[config.mk]
export PLATFORM = sky130hd
export DESIGN_NAME = fp_unit_sp_flat
export DESIGN_NICKNAME = d
export VERILOG_FILES = /design/src/rtl/fp_wire.sv /design/src/rtl/fp_unit_sp_if.sv /design/src/rtl/fp_cvt.sv /design/src/rtl/fp_unit_sp.sv /design/src/flat_wrapper.sv
export SDC_FILE = /design/constraint.sdc
export NUM_CORES = 1
export LEC_CHECK = 0
export CAP_MARGIN = 10
export CORE_AREA = 10 10 266 192
export CTS_BUF_LIST = sky130_fd_sc_hd__clkbuf_4
export DETAILED_ROUTE_END_ITERATION = 12
export DIE_AREA = 0 0 276 202
export PLACE_DENSITY = 0.68
export SLEW_MARGIN = 20
export SYNTH_ARGS = -nofsm -noshare
export SYNTH_HDL_FRONTEND = slang
export SYNTH_HIERARCHICAL = 1
export SYNTH_SLANG_ARGS = --single-unit
[constraint.sdc]
create_clock -name clock -period 1.8 [get_ports clock]
set_input_delay 0.36 -clock clock [delete_from_list [all_inputs] [get_ports clock]]
set_output_delay 0.36 -clock clock [all_outputs]
set_load 0.005 [all_outputs]
[src/rtl/fp_wire.sv]
// -----------------------------------------------------------------------------
// fp_wire
//   Shared types and constants for the single-precision FP execute unit:
//   the one-hot operation bundle, rounding-mode and compare-selector
//   encodings, exception-flag bit positions, conversion type encodings, and
//   the rounding-increment decision shared by both conversion directions.
// -----------------------------------------------------------------------------
package fp_wire;

    typedef struct packed {
        logic       fmadd;
        logic       fadd;
        logic       fsub;
        logic       fmul;
        logic       fdiv;
        logic       fsqrt;
        logic       fcmp;
        logic       fcvt_i2f;
        logic       fcvt_f2i;
        logic [1:0] fcvt_op;
    } fp_operation_type;

    localparam fp_operation_type init_fp_operation = '0;

    // Rounding modes; encodings 5..7 fall back to round-to-nearest-even.
    typedef enum logic [2:0] {
        RM_RNE = 3'd0,
        RM_RTZ = 3'd1,
        RM_RDN = 3'd2,
        RM_RUP = 3'd3,
        RM_RMM = 3'd4
    } rm_type;

    // Compare selector carried on rm during fcmp.
    localparam logic [2:0] CMP_FLE = 3'd0;
    localparam logic [2:0] CMP_FLT = 3'd1;
    localparam logic [2:0] CMP_FEQ = 3'd2;

    // fcvt_op encodings; 2 and 3 behave as signed.
    localparam logic [1:0] FCVT_I32 = 2'd0;
    localparam logic [1:0] FCVT_U32 = 2'd1;

    // Flag vector is {NV,DZ,OF,UF,NX}.
    localparam int FLAG_NV = 4;
    localparam int FLAG_DZ = 3;
    localparam int FLAG_OF = 2;
    localparam int FLAG_UF = 1;
    localparam int FLAG_NX = 0;

    // Decide whether the kept magnitude must be incremented by one ulp.
    function automatic logic round_inc(input logic [2:0] rm, input logic sign,
                                       input logic lsb, input logic guard,
                                       input logic sticky);
        case (rm)
            RM_RTZ:  return 1'b0;
            RM_RDN:  return sign & (guard | sticky);
            RM_RUP:  return ~sign & (guard | sticky);
            RM_RMM:  return guard;
            default: return guard & (sticky | lsb);
        endcase
    endfunction

endpackage

[src/rtl/fp_unit_sp_if.sv]
// -----------------------------------------------------------------------------
// fp_unit_sp_if
//   Operation/result bundle between the FP execute stage and fp_unit_sp.
//   master: issues data1..3, fmt, rm, op, enable; receives result, flags.
//   slave : the execution unit side.
// -----------------------------------------------------------------------------
interface fp_unit_sp_if;
    import fp_wire::*;

    logic [31:0]      data1;
    logic [31:0]      data2;
    logic [31:0]      data3;
    logic [1:0]       fmt;
    logic [2:0]       rm;
    fp_operation_type op;
    logic             enable;
    logic [31:0]      result;
    logic [4:0]       flags;

    modport master (output data1, data2, data3, fmt, rm, op, enable,
                    input  result, flags);
    modport slave  (input  data1, data2, data3, fmt, rm, op, enable,
                    output result, flags);
endinterface

[src/rtl/fp_cvt.sv]
// -----------------------------------------------------------------------------
// fp_cvt
//   Combinational binary32 <-> 32-bit integer conversion.
//   src         : integer source (i2f) or float source (f2i)
//   is_unsigned : integer side is u32 rather than i32
//   rm          : rounding mode
//   i2f_result/i2f_flags, f2i_result/f2i_flags : both directions in parallel
// -----------------------------------------------------------------------------
module fp_cvt
    import fp_wire::*;
(
    input  logic [31:0] src,
    input  logic        is_unsigned,
    input  logic [2:0]  rm,
    output logic [31:0] i2f_result,
    output logic [4:0]  i2f_flags,
    output logic [31:0] f2i_result,
    output logic [4:0]  f2i_flags
);

    function automatic logic [4:0] lzc32(input logic [31:0] v);
        logic [4:0] n;
        logic       found;
        n     = 5'd0;
        found = 1'b0;
        for (int i = 31; i >= 0; i--) begin
            if (!found) begin
                if (v[i]) found = 1'b1;
                else      n = n + 5'd1;
            end
        end
        return n;
    endfunction

    // ---------------- integer -> float ----------------
    logic        i_sign, i_guard, i_sticky, i_inc;
    logic [31:0] i_mag, i_norm;
    logic [4:0]  i_lz;
    logic [24:0] i_sum;
    logic [7:0]  i_exp;

    // NOTE: every variable assigned in an always_comb gets a value on every
    // path (defaults first); a missed path would infer a latch.
    always_comb begin
        i_sign     = ~is_unsigned & src[31];
        i_mag      = i_sign ? -src : src;
        i_lz       = lzc32(i_mag);
        i_norm     = i_mag << i_lz;
        // Keep 24 bits after the leading one; bit 7 is guard, below is sticky.
        i_guard    = i_norm[7];
        i_sticky   = |i_norm[6:0];
        i_inc      = round_inc(rm, i_sign, i_norm[8], i_guard, i_sticky);
        i_sum      = {1'b0, i_norm[31:8]} + {24'b0, i_inc};
        // Bias 127 + 31 for a leading one at bit 31; mantissa carry adds one.
        i_exp      = 8'd158 - {3'b0, i_lz} + {7'b0, i_sum[24]};
        i2f_result = 32'h0;
        i2f_flags  = 5'h0;
        if (i_mag != 32'h0) begin
            i2f_result         = {i_sign, i_exp, i_sum[24] ? i_sum[23:1] : i_sum[22:0]};
            i2f_flags[FLAG_NX] = i_guard | i_sticky;
        end
    end

    // ---------------- float -> integer ----------------
    logic        f_sign, f_nan, f_big, f_guard, f_sticky, f_inc, f_inexact;
    logic [7:0]  f_exp;
    logic [23:0] f_mant;
    logic [48:0] f_wide;
    logic [32:0] f_int, f_rnd;

    always_comb begin
        f_sign   = src[31];
        f_exp    = src[30:23];
        // Denormals get no hidden bit; they only ever feed the sticky bit.
        f_mant   = {|f_exp, src[22:0]};
        f_nan    = (&f_exp) & (|src[22:0]);
        f_big    = 1'b0;
        f_int    = 33'h0;
        f_guard  = 1'b0;
        f_sticky = 1'b0;
        f_wide   = 49'h0;
        if (f_exp >= 8'd150) begin
            // Integer-valued; beyond 2^31 * 2 magnitude it can never fit.
            if (f_exp > 8'd158) f_big = 1'b1;
            else                f_int = {9'b0, f_mant} << (f_exp - 8'd150);
        end else if (f_exp < 8'd125) begin
            // Below 0.5: nothing reaches the guard position.
            f_sticky = |f_mant;
        end else begin
            f_wide   = {f_mant, 25'b0} >> (8'd150 - f_exp);
            f_int    = {9'b0, f_wide[48:25]};
            f_guard  = f_wide[24];
            f_sticky = |f_wide[23:0];
        end
        f_inc     = round_inc(rm, f_sign, f_int[0], f_guard, f_sticky);
        f_rnd     = f_int + {32'b0, f_inc};
        f_inexact = f_guard | f_sticky;

        f2i_result = 32'h0;
        f2i_flags  = 5'h0;
        if (f_nan) begin
            f2i_result         = is_unsigned ? 32'hFFFF_FFFF : 32'h7FFF_FFFF;
            f2i_flags[FLAG_NV] = 1'b1;
        end else if (is_unsigned) begin
            if (f_sign) begin
                // Negative input is only legal if it rounds to zero.
                if (f_big || f_rnd != 33'h0) f2i_flags[FLAG_NV] = 1'b1;
                else                         f2i_flags[FLAG_NX] = f_inexact;
            end else if (f_big || f_rnd[32]) begin
                f2i_result         = 32'hFFFF_FFFF;
                f2i_flags[FLAG_NV] = 1'b1;
            end else begin
                f2i_result         = f_rnd[31:0];
                f2i_flags[FLAG_NX] = f_inexact;
            end
        end else begin
            if (f_big || f_rnd > (f_sign ? 33'h0_8000_0000 : 33'h0_7FFF_FFFF)) begin
                f2i_result         = f_sign ? 32'h8000_0000 : 32'h7FFF_FFFF;
                f2i_flags[FLAG_NV] = 1'b1;
            end else begin
                f2i_result         = f_sign ? -f_rnd[31:0] : f_rnd[31:0];
                f2i_flags[FLAG_NX] = f_inexact;
            end
        end
    end

endmodule

[src/rtl/fp_unit_sp.sv]
// -----------------------------------------------------------------------------
// fp_unit_sp
//   Single-precision FP execute unit: compare (FLE/FLT/FEQ) and int<->float
//   conversion, one operation per cycle, registered result one cycle later.
//   clock : rising-edge clock
//   reset : asynchronous, active-high; clears result/flags
//   bus   : fp_unit_sp_if slave (operands, rm, op, enable in; result, flags out)
//   Build option FP_UNIT_ONEHOT_CHECK_EN: multiple op bits with enable
//   produce result 0 and flags NV instead of fcmp > i2f > f2i priority.
// -----------------------------------------------------------------------------
module fp_unit_sp
    import fp_wire::*;
(
    input  logic         clock,
    input  logic         reset,
    fp_unit_sp_if.slave  bus
);

    // data3 and fmt are part of the bus but carry nothing for these ops.
    logic unused_inputs;
    assign unused_inputs = ^{bus.data3, bus.fmt};

    logic [31:0] i2f_result, f2i_result;
    logic [4:0]  i2f_flags, f2i_flags;

    fp_cvt u_cvt (
        .src         (bus.data1),
        .is_unsigned (bus.op.fcvt_op == FCVT_U32),
        .rm          (bus.rm),
        .i2f_result  (i2f_result),
        .i2f_flags   (i2f_flags),
        .f2i_result  (f2i_result),
        .f2i_flags   (f2i_flags)
    );

    // ---------------- compare ----------------
    logic        a_nan, b_nan, any_snan, both_zero, cmp_eq, cmp_lt;
    logic [31:0] cmp_result;
    logic [4:0]  cmp_flags;

    always_comb begin
        a_nan     = (&bus.data1[30:23]) & (|bus.data1[22:0]);
        b_nan     = (&bus.data2[30:23]) & (|bus.data2[22:0]);
        // Signalling NaNs have the quiet bit (mantissa MSB) clear.
        any_snan  = (a_nan & ~bus.data1[22]) | (b_nan & ~bus.data2[22]);
        both_zero = (bus.data1[30:0] | bus.data2[30:0]) == 31'h0;
        cmp_eq    = (bus.data1 == bus.data2) | both_zero;
        // Sign-magnitude ordering; negative magnitudes compare reversed.
        if (both_zero)                     cmp_lt = 1'b0;
        else if (bus.data1[31] != bus.data2[31]) cmp_lt = bus.data1[31];
        else if (bus.data1[31])            cmp_lt = bus.data1[30:0] > bus.data2[30:0];
        else                               cmp_lt = bus.data1[30:0] < bus.data2[30:0];
        cmp_result = 32'h0;
        cmp_flags  = 5'h0;
        if (a_nan || b_nan) begin
            if (bus.rm == CMP_FEQ)                           cmp_flags[FLAG_NV] = any_snan;
            else if (bus.rm == CMP_FLE || bus.rm == CMP_FLT) cmp_flags[FLAG_NV] = 1'b1;
        end else begin
            case (bus.rm)
                CMP_FLE: cmp_result[0] = cmp_lt | cmp_eq;
                CMP_FLT: cmp_result[0] = cmp_lt;
                CMP_FEQ: cmp_result[0] = cmp_eq;
                default: cmp_result[0] = 1'b0;
            endcase
        end
    end

    // ---------------- op select ----------------
    logic multi_op;
`ifdef FP_UNIT_ONEHOT_CHECK_EN
    assign multi_op = $countones({bus.op.fmadd, bus.op.fadd, bus.op.fsub,
                                  bus.op.fmul, bus.op.fdiv, bus.op.fsqrt,
                                  bus.op.fcmp, bus.op.fcvt_i2f, bus.op.fcvt_f2i}) > 1;
`else
    assign multi_op = 1'b0;
`endif

    logic [31:0] next_result;
    logic [4:0]  next_flags;

    always_comb begin
        next_result = 32'h0;
        next_flags  = 5'h0;
        if (bus.enable) begin
            if (multi_op) begin
                next_flags[FLAG_NV] = 1'b1;
            end else if (bus.op.fcmp) begin
                next_result = cmp_result;
                next_flags  = cmp_flags;
            end else if (bus.op.fcvt_i2f) begin
                next_result = i2f_result;
                next_flags  = i2f_flags;
            end else if (bus.op.fcvt_f2i) begin
                next_result = f2i_result;
                next_flags  = f2i_flags;
            end
        end
    end

    // NOTE: state registers use non-blocking assignment so every flop samples
    // pre-edge values regardless of process evaluation order.
    always_ff @(posedge clock or posedge reset) begin
        if (reset) begin
            bus.result <= 32'h0;
            bus.flags  <= 5'h0;
        end else begin
            bus.result <= next_result;
            bus.flags  <= next_flags;
        end
    end

endmodule

[src/flat_wrapper.sv]
// flat-port wrapper written by rule: the top's interface ports become plain ports
module fp_unit_sp_flat import fp_wire::*;
  (clock, reset, bus_data1, bus_data2, bus_data3, bus_fmt, bus_rm, bus_op, bus_enable, bus_result, bus_flags);
  fp_unit_sp_if bus_i ();
  input  logic clock;
  input  logic reset;
  input wire logic [$bits(bus_i.data1)-1:0] bus_data1;
  input wire logic [$bits(bus_i.data2)-1:0] bus_data2;
  input wire logic [$bits(bus_i.data3)-1:0] bus_data3;
  input wire logic [$bits(bus_i.fmt)-1:0] bus_fmt;
  input wire logic [$bits(bus_i.rm)-1:0] bus_rm;
  input wire logic [$bits(bus_i.op)-1:0] bus_op;
  input wire logic [$bits(bus_i.enable)-1:0] bus_enable;
  output wire logic [$bits(bus_i.result)-1:0] bus_result;
  output wire logic [$bits(bus_i.flags)-1:0] bus_flags;
  assign bus_i.data1 = bus_data1;
  assign bus_i.data2 = bus_data2;
  assign bus_i.data3 = bus_data3;
  assign bus_i.fmt = bus_fmt;
  assign bus_i.rm = bus_rm;
  assign bus_i.op = bus_op;
  assign bus_i.enable = bus_enable;
  assign bus_result = bus_i.result;
  assign bus_flags = bus_i.flags;
  fp_unit_sp u_core (.clock(clock), .reset(reset), .bus(bus_i));
endmodule
# After elaboration in Yosys (flattened, before gate mapping)
# Index checks and enable logic that the tools add are counted.
totals:
  inputBits: 115
  output_inout_bits: 37
  ff_bits: 37
classes:
  n_lt_le_gt_ge: 6
  muxes: 176
  add_sub_neg: 39
  n_shift: 3
  n_reduce_logical: 17
  n_eq_ne: 7
  bitwise_logic: 24
ops:
  columns: ["op", "count"]
  rows:
  - ["32-bit 2-to-1 mux", 15]
  - ["5-bit 2-to-1 mux", 66]
  - ["5-bit by 1-bit adder with 5-bit output, second input constant", 31]
  - ["1-bit 2-to-1 mux", 88]
  - ["33-bit 2-to-1 mux", 2]
  - ["32-bit negator", 2]
  - ["49-bit by 8-bit >> shifter with 49-bit output", 1]
  - ["23-bit OR reduction", 2]
  - ["33-bit by 1-bit adder with 33-bit output", 1]
  - ["33-bit by 32-bit greater-than comparator with 1-bit output", 1]
  - ["33-bit nonzero test", 1]
  - ["24-bit by 8-bit << shifter with 33-bit output", 1]
  - ["32-bit equality test", 1]
  - ["32-bit nonzero test", 1]
  - ["32-bit by 5-bit << shifter with 32-bit output", 1]
  - ["31-bit greater-than comparator", 1]
  - ["31-bit zero test", 1]
  - ["31-bit less-than comparator", 1]
  - ["31-bit bitwise OR", 1]
  - ["31-bit OR reduction", 1]
  - ["24-bit by 1-bit adder with 25-bit output", 1]
  - ["24-bit 2-to-1 mux", 1]
  - ["24-bit OR reduction", 1]
  - ["23-bit 2-to-1 mux", 1]
  - ["other kinds (22)", 49]

# Depth between registers and ports, before layout
depth:
  word_depth: 109
  depth_mapped: 113

# Cells and area by module
# Netlist, hierarchy kept.
by_module_without_submodules:
  columns: ["mod", "n_inst", "cells_per_inst", "area_per_inst_um2"]
  rows:
  - ["fp_cvt", 1, 2306, 14958.1]
  - ["fp_unit_sp", 1, 358, 3160.5]

# Worst setup path after synthesis
# No wires, ideal clock.
synth_timing:
  path_type: "input -> register"
  startpoint: "in bus_data1[23]"
  endpoint: "reg u_core.bus.result[27]"
  arrival_time_ps: 19866
  required_time_ps: 1668
  path_stages: 111
  slack_ps: -18198
  n_path_buf: 6
  cell_sequence: "buf_1 > clkinv_1 > clkbuf_1 > clkbuf_1 > ha_1 > nor4b_1 > nand4_1 > o31ai_1 > xnor2_1 > o21a_1 > ha_1 > nor2_1 > nor2_1 > ha_1 > nand2_1 > a31oi_1 > ha_1 > a21o_1 > [75 not listed] > nand2_1 > maj3_1 > a21oi_1 > nor2_1 > ha_1 > ha_1 > o21ai_0 > or4b_4 > nor3_4 > and3_1 > buf_4 > inv_4 > ha_1 > nand3_1 > xnor2_1 > nor2_1 > a22oi_1 > nor2_1"
synth_via:
  elab_chain_len: 107
  word_cells_on_any_way: 190
synth_rtl:
  columns: ["item", "line", "source"]
  rows:
  - ["from (decl)", "flat_wrapper.sv:7", "input wire logic [$bits(bus_i.data1)-1:0] bus_data1;"]
  - ["32-bit negator", "fp_cvt.sv:46", "i_mag = i_sign ? -src : src;"]
  - ["32-bit 2-to-1 mux *", "fp_cvt.sv:46", null]
  - ["1-bit 2-to-1 mux", "fp_cvt.sv:28", "if (v[i]) found = 1'b1;"]
  - ["5-bit by 1-bit adder with 5-bit output", "fp_cvt.sv:29", "else n = n + 5'd1;"]
  - ["5-bit 2-to-1 mux", "fp_cvt.sv:28", null]
  - ["5-bit 2-to-1 mux", "fp_cvt.sv:27", "if (!found) begin"]
  - ["5-bit by 1-bit adder with 5-bit output", "fp_cvt.sv:29", null]
  - ["5-bit 2-to-1 mux", "fp_cvt.sv:28", null]
  - ["[93 not listed]", null, null]
  - ["24-bit by 1-bit adder with 25-bit output", "fp_cvt.sv:53", "i_sum = {1'b0, i_norm[31:8]} + {24'b0, i_inc};"]
  - ["8-bit by 1-bit adder with 8-bit output", "fp_cvt.sv:55", "i_exp = 8'd158 - {3'b0, i_lz} + {7'b0, i_sum[24]};"]
  - ["32-bit 2-to-1 mux *", "fp_cvt.sv:58", "if (i_mag != 32'h0) begin"]
  - ["via u_core.i2f_result[27]", "fp_unit_sp.sv:23", "logic [31:0] i2f_result, f2i_result;"]
  - ["32-bit 2-to-1 mux *", "fp_unit_sp.sv:90", "end else if (bus.op.fcvt_i2f) begin"]
  - ["32-bit 2-to-1 mux *", "fp_unit_sp.sv:87", "end else if (bus.op.fcmp) begin"]
  - ["32-bit 2-to-1 mux *", "fp_unit_sp.sv:84", "if (bus.enable) begin"]
  - ["via u_core.next_result[27]", "fp_unit_sp.sv:78", "logic [31:0] next_result;"]
  - ["to (signal assigned)", "fp_unit_sp.sv:107", "bus.result <= next_result;"]
  - ["to (decl)", "fp_unit_sp_if.sv:23", "output result, flags);"]
# The timed path passes the listed nets; every way through them passes the cells marked *.

# Worst setup path after layout
layout_timing:
  startpoint: "in bus_data1[7]"
  endpoint: "reg u_core.bus.result[1]"
layout_via:
  elab_chain_len: 107
  word_cells_on_any_way: 197
layout_rtl:
  columns: ["item", "line", "source"]
  rows:
  - ["32-bit negator", "fp_cvt.sv:46", null]
  - ["32-bit 2-to-1 mux *", "fp_cvt.sv:46", null]
  - ["1-bit 2-to-1 mux", "fp_cvt.sv:28", null]
  - ["5-bit by 1-bit adder with 5-bit output", "fp_cvt.sv:29", null]
  - ["5-bit 2-to-1 mux", "fp_cvt.sv:28", null]
  - ["5-bit 2-to-1 mux", "fp_cvt.sv:27", null]
  - ["5-bit by 1-bit adder with 5-bit output", "fp_cvt.sv:29", null]
  - ["5-bit 2-to-1 mux", "fp_cvt.sv:28", null]
  - ["[93 not listed]", null, null]
  - ["24-bit by 1-bit adder with 25-bit output", "fp_cvt.sv:53", null]
  - ["23-bit 2-to-1 mux", "fp_cvt.sv:59", "i2f_result = {i_sign, i_exp, i_sum[24] ? i_sum[23:1] : i_sum[22:0]};"]
  - ["32-bit 2-to-1 mux *", "fp_cvt.sv:58", null]
  - ["via u_core.i2f_result[1]", "fp_unit_sp.sv:23", null]
  - ["32-bit 2-to-1 mux *", "fp_unit_sp.sv:90", null]
  - ["32-bit 2-to-1 mux *", "fp_unit_sp.sv:87", null]
  - ["32-bit 2-to-1 mux *", "fp_unit_sp.sv:84", null]
  - ["via u_core.next_result[1]", "fp_unit_sp.sv:78", null]
# Marks and branches as above.

==> metrics <==
RSZ-0062 raised after global routing yes; grt ovf 0; hold slack 395 ps; HPWL Detailed just over 70 mm; Crit. End Element flip-flop; M2 GR Usage 0.468; Clk pin slew, worst setup/hold paths 140 ps; Hold-fix buffers, CTS 0; failing checks setup timing; initial antenna violation count 1; Vias ~26,000; vias in the first global route around 25,000; busiest grt layer met2; Critical Path AT between 15,000 and 20,000 ps; H-tree lvl count 2; CP top delay family simple AND/OR/NAND/NOR gates; slew at the pin closest to its max-slew limit between 1000 and 1500 ps; fin crit period 17,660 ps; routing usage on met3 0.0572; Max Fclk 0.0566 GHz; share of layout cells above drive strength 1 0.402; Num CTS Buffers 5; synthesized flop and latch total 37; routability congestion estimate 1.05; Post-synth EDFFs 0; Residual DRC 0; number of top-level pins about 150; First-pass DRT Iterations 8; CP required 2050 ps; final slew viol count 0; synth warn 6; FFs w/ async S/R, synth 1.00; critical path class in -> reg; origin of the worst setup path bus_data1[7]; GRT Total Usage 0.298; Post-Syn Area 18,100 um^2; starting density of the core 0.395; Leakage ~0.013 uW; status complete, but fails checks; Routed WL per cell 21.0 um; final WL between 90 and 100 mm; largest net degree at the start of global routing 70; final hold vios 0; Worst setup SP type primary input; CP Max Fanout 7; buffer and inverter count on the worst path 11; CTS sink cnt 37; Final WS setup -15,860 ps; Core ar. 45,900 um^2; area of the multi-input gates 17,500 um^2; Synth cell types 127; n_diodes 0; FF+latch area 926 um^2; Slew headroom 0.149; Fill cells 3,995; endpoints failing setup 34; die extent in x 276 um; Root Buffer clkbuf_4; Final nets 3,950; Iteration-0 DRC Markers 3,183; Seq/Total Area, Yosys 0.0511; worst vdd ir 0.300 mV; CP peak stage delay 570 ps; clock buffer depth 2; die area 55,800 um^2; cells after synthesis between 2,000 and 3,000; CTS tree yes; Max Cap Viol 0; Port-buffer cells 111; hold crit path type in -> async; Layout area overhead 62.0%; vias per inst about 6; slowest stage cell, crit path or4_4; Post-Syn Area per Cell 6.80 um^2; crit share post-route 9.81; die height slightly above 200 um; cell mode on critical path ha_4; Pwr Density 505 nW/um^2; main flop type after synthesis dfrtp_1; setup TNS -516,870 ps; first-pass GRT wire length 138 mm; Rows 66; Routed Antenna Nets 0; met1 usage 0.415
placed cells by master (no fill, tap or decap), types with 15 or more instances in the layout:
cell type,count
nor3_1,77
inv_1,124
clkdlybuf4s50_1,81
ha_1,114
o22ai_1,29
a21oi_2,17
o211ai_1,32
ha_4,18
nand2_1,257
dfrtp_1,37
a22oi_2,15
xor2_1,60
o31ai_1,15
and3_1,25
mux4_2,25
a22oi_1,31
a21oi_1,172
buf_12,15
mux2i_1,70
nand2b_1,36
a21o_1,19
buf_6,18
mux2_2,23
nand3_1,76
o311ai_0,22
nor4_2,17
a211oi_1,28
o21ai_2,16
nand4_1,56
or3_1,15
buf_4,1054
o21ai_1,25
a31oi_1,28
nor4_1,29
xnor2_1,89
nor2b_1,27
nor2_1,289
and2_1,18
o21ai_0,129
registers in the layout (all words and copies together), names as in the netlist:
register and cells:
u_core/bus.flags 5, u_core/bus.result 32
synthesized netlist by cell type (11+ instances only):
cell       number  area [um^2]
a211oi_1       34          255
a21o_1         19          143
a21oi_1       192          961
a22oi_1        46          345
a311oi_1       11         96.3
a31oi_1        28          175
and2_1         20          125
and3_1         29          181
and4_1         11         96.3
buf_1          26         97.6
buf_2          16         80.1
clkbuf_1      124          465
dfrtp_1        37          926
ha_1          136         1700
inv_1         131          492
mux2_2         26          293
mux2i_1        74          741
mux4_2         25          563
nand2_1       268         1010
nand2b_1       37          231
nand3_1        82          410
nand4_1        56          350
nor2_1        311         1170
nor2b_1        35          219
nor3_1         89          445
nor3b_1        14          105
nor4_1         39          244
nor4_2         13          163
o2111ai_1      12          105
o211ai_1       32          240
o21a_1         15          113
o21ai_0       155          776
o21ai_1        17         85.1
o22ai_1        29          181
o311ai_0       25          219
o31ai_1        19          143
or2_2          16          100
or3_1          18          113
xnor2_1        95          832
xor2_1         66          578
final timing paths:
path | to | cells after the start
max in group asynchronous | u_core/bus.result[29] | 3
min in group clock | u_core/bus.result[17] | 5
worst max-delay path | u_core/bus.result[1] | 102
worst min-delay path | u_core/bus.flags[2] | 3
metrics by stage:
stage | instances | worst slack, ps | utilization | area, um^2 | total power [uW]
2_1_floorplan | 2670 | -15610 | - | 18800 | 6880
3_3_place_gp | 4218 | -16140 | 0.599 | 27500 | 12200
3_5_place_dp | 4218 | -16810 | 0.599 | 27500 | 12500
4_1_cts | 4281 | -15720 | 0.618 | 28400 | 13700
5_1_grt | 4312 | -16670 | 0.639 | 29300 | 15700
6_report | 4312 | -15860 | 0.639 | 29300 | 14800
per-layer routing:
metal / part of all wire / wire [um] / up-vias
met5: 0.00021 / 19 / -
met4: 0.021 / 1950 / 2
met3: 0.11 / 9730 / 180
met2: 0.44 / 39500 / 1438
met1: 0.43 / 39300 / 12294
li1: - / - / 11904
worst min-delay path: stages:
cell             delay [ps]
clkdlybuf4s50_1         390
inv_1                    50
buf_4                   410
cell type report:
type | instances | share of cell area
Sequential cell | 37 | 0.0315
Clock inverter | 3 | 0.00234
Tap cell | 612 | 0.0261
Multi-Input combinational cell | 2318 | 0.595
Inverter | 138 | 0.0190
Timing Repair Buffer | 1199 | 0.325
Clock buffer | 5 | 0.00128
cell families after synthesis:
logic type               after synthesis  synth area share
buffers and inverters                316            0.0697
AND/OR/NAND/NOR                     1097             0.307
AO/OA/AOI/OAI                        761             0.280
adder cells (fa/ha/maj)              141            0.0967
flip-flops                            37            0.0511
other                                  1          0.000207
multiplexers                         128            0.0910
XOR/XNOR                             183             0.104
power breakdown:
group          switching, uW  internal (uW)  total [uW]  leakage (uW)
sequential              22.5            885         908      0.000505
combinational           6710           6430       13100        0.0128
clock                    334            437         771     0.0000558
repair_timing:
| action | CTS | global route |
|---|---|---|
| pin swaps | 98 | 148 |
| endpoints found under the hold margin | 0 | 0 |
| endpoints found under the setup margin | 34 | 34 |
| gates resized for setup | 135 | 194 |
| gates cloned | 2 | 0 |
| setup buffers | 56 | 33 |
No activity file was read; power rests on OpenSTA's default activity.
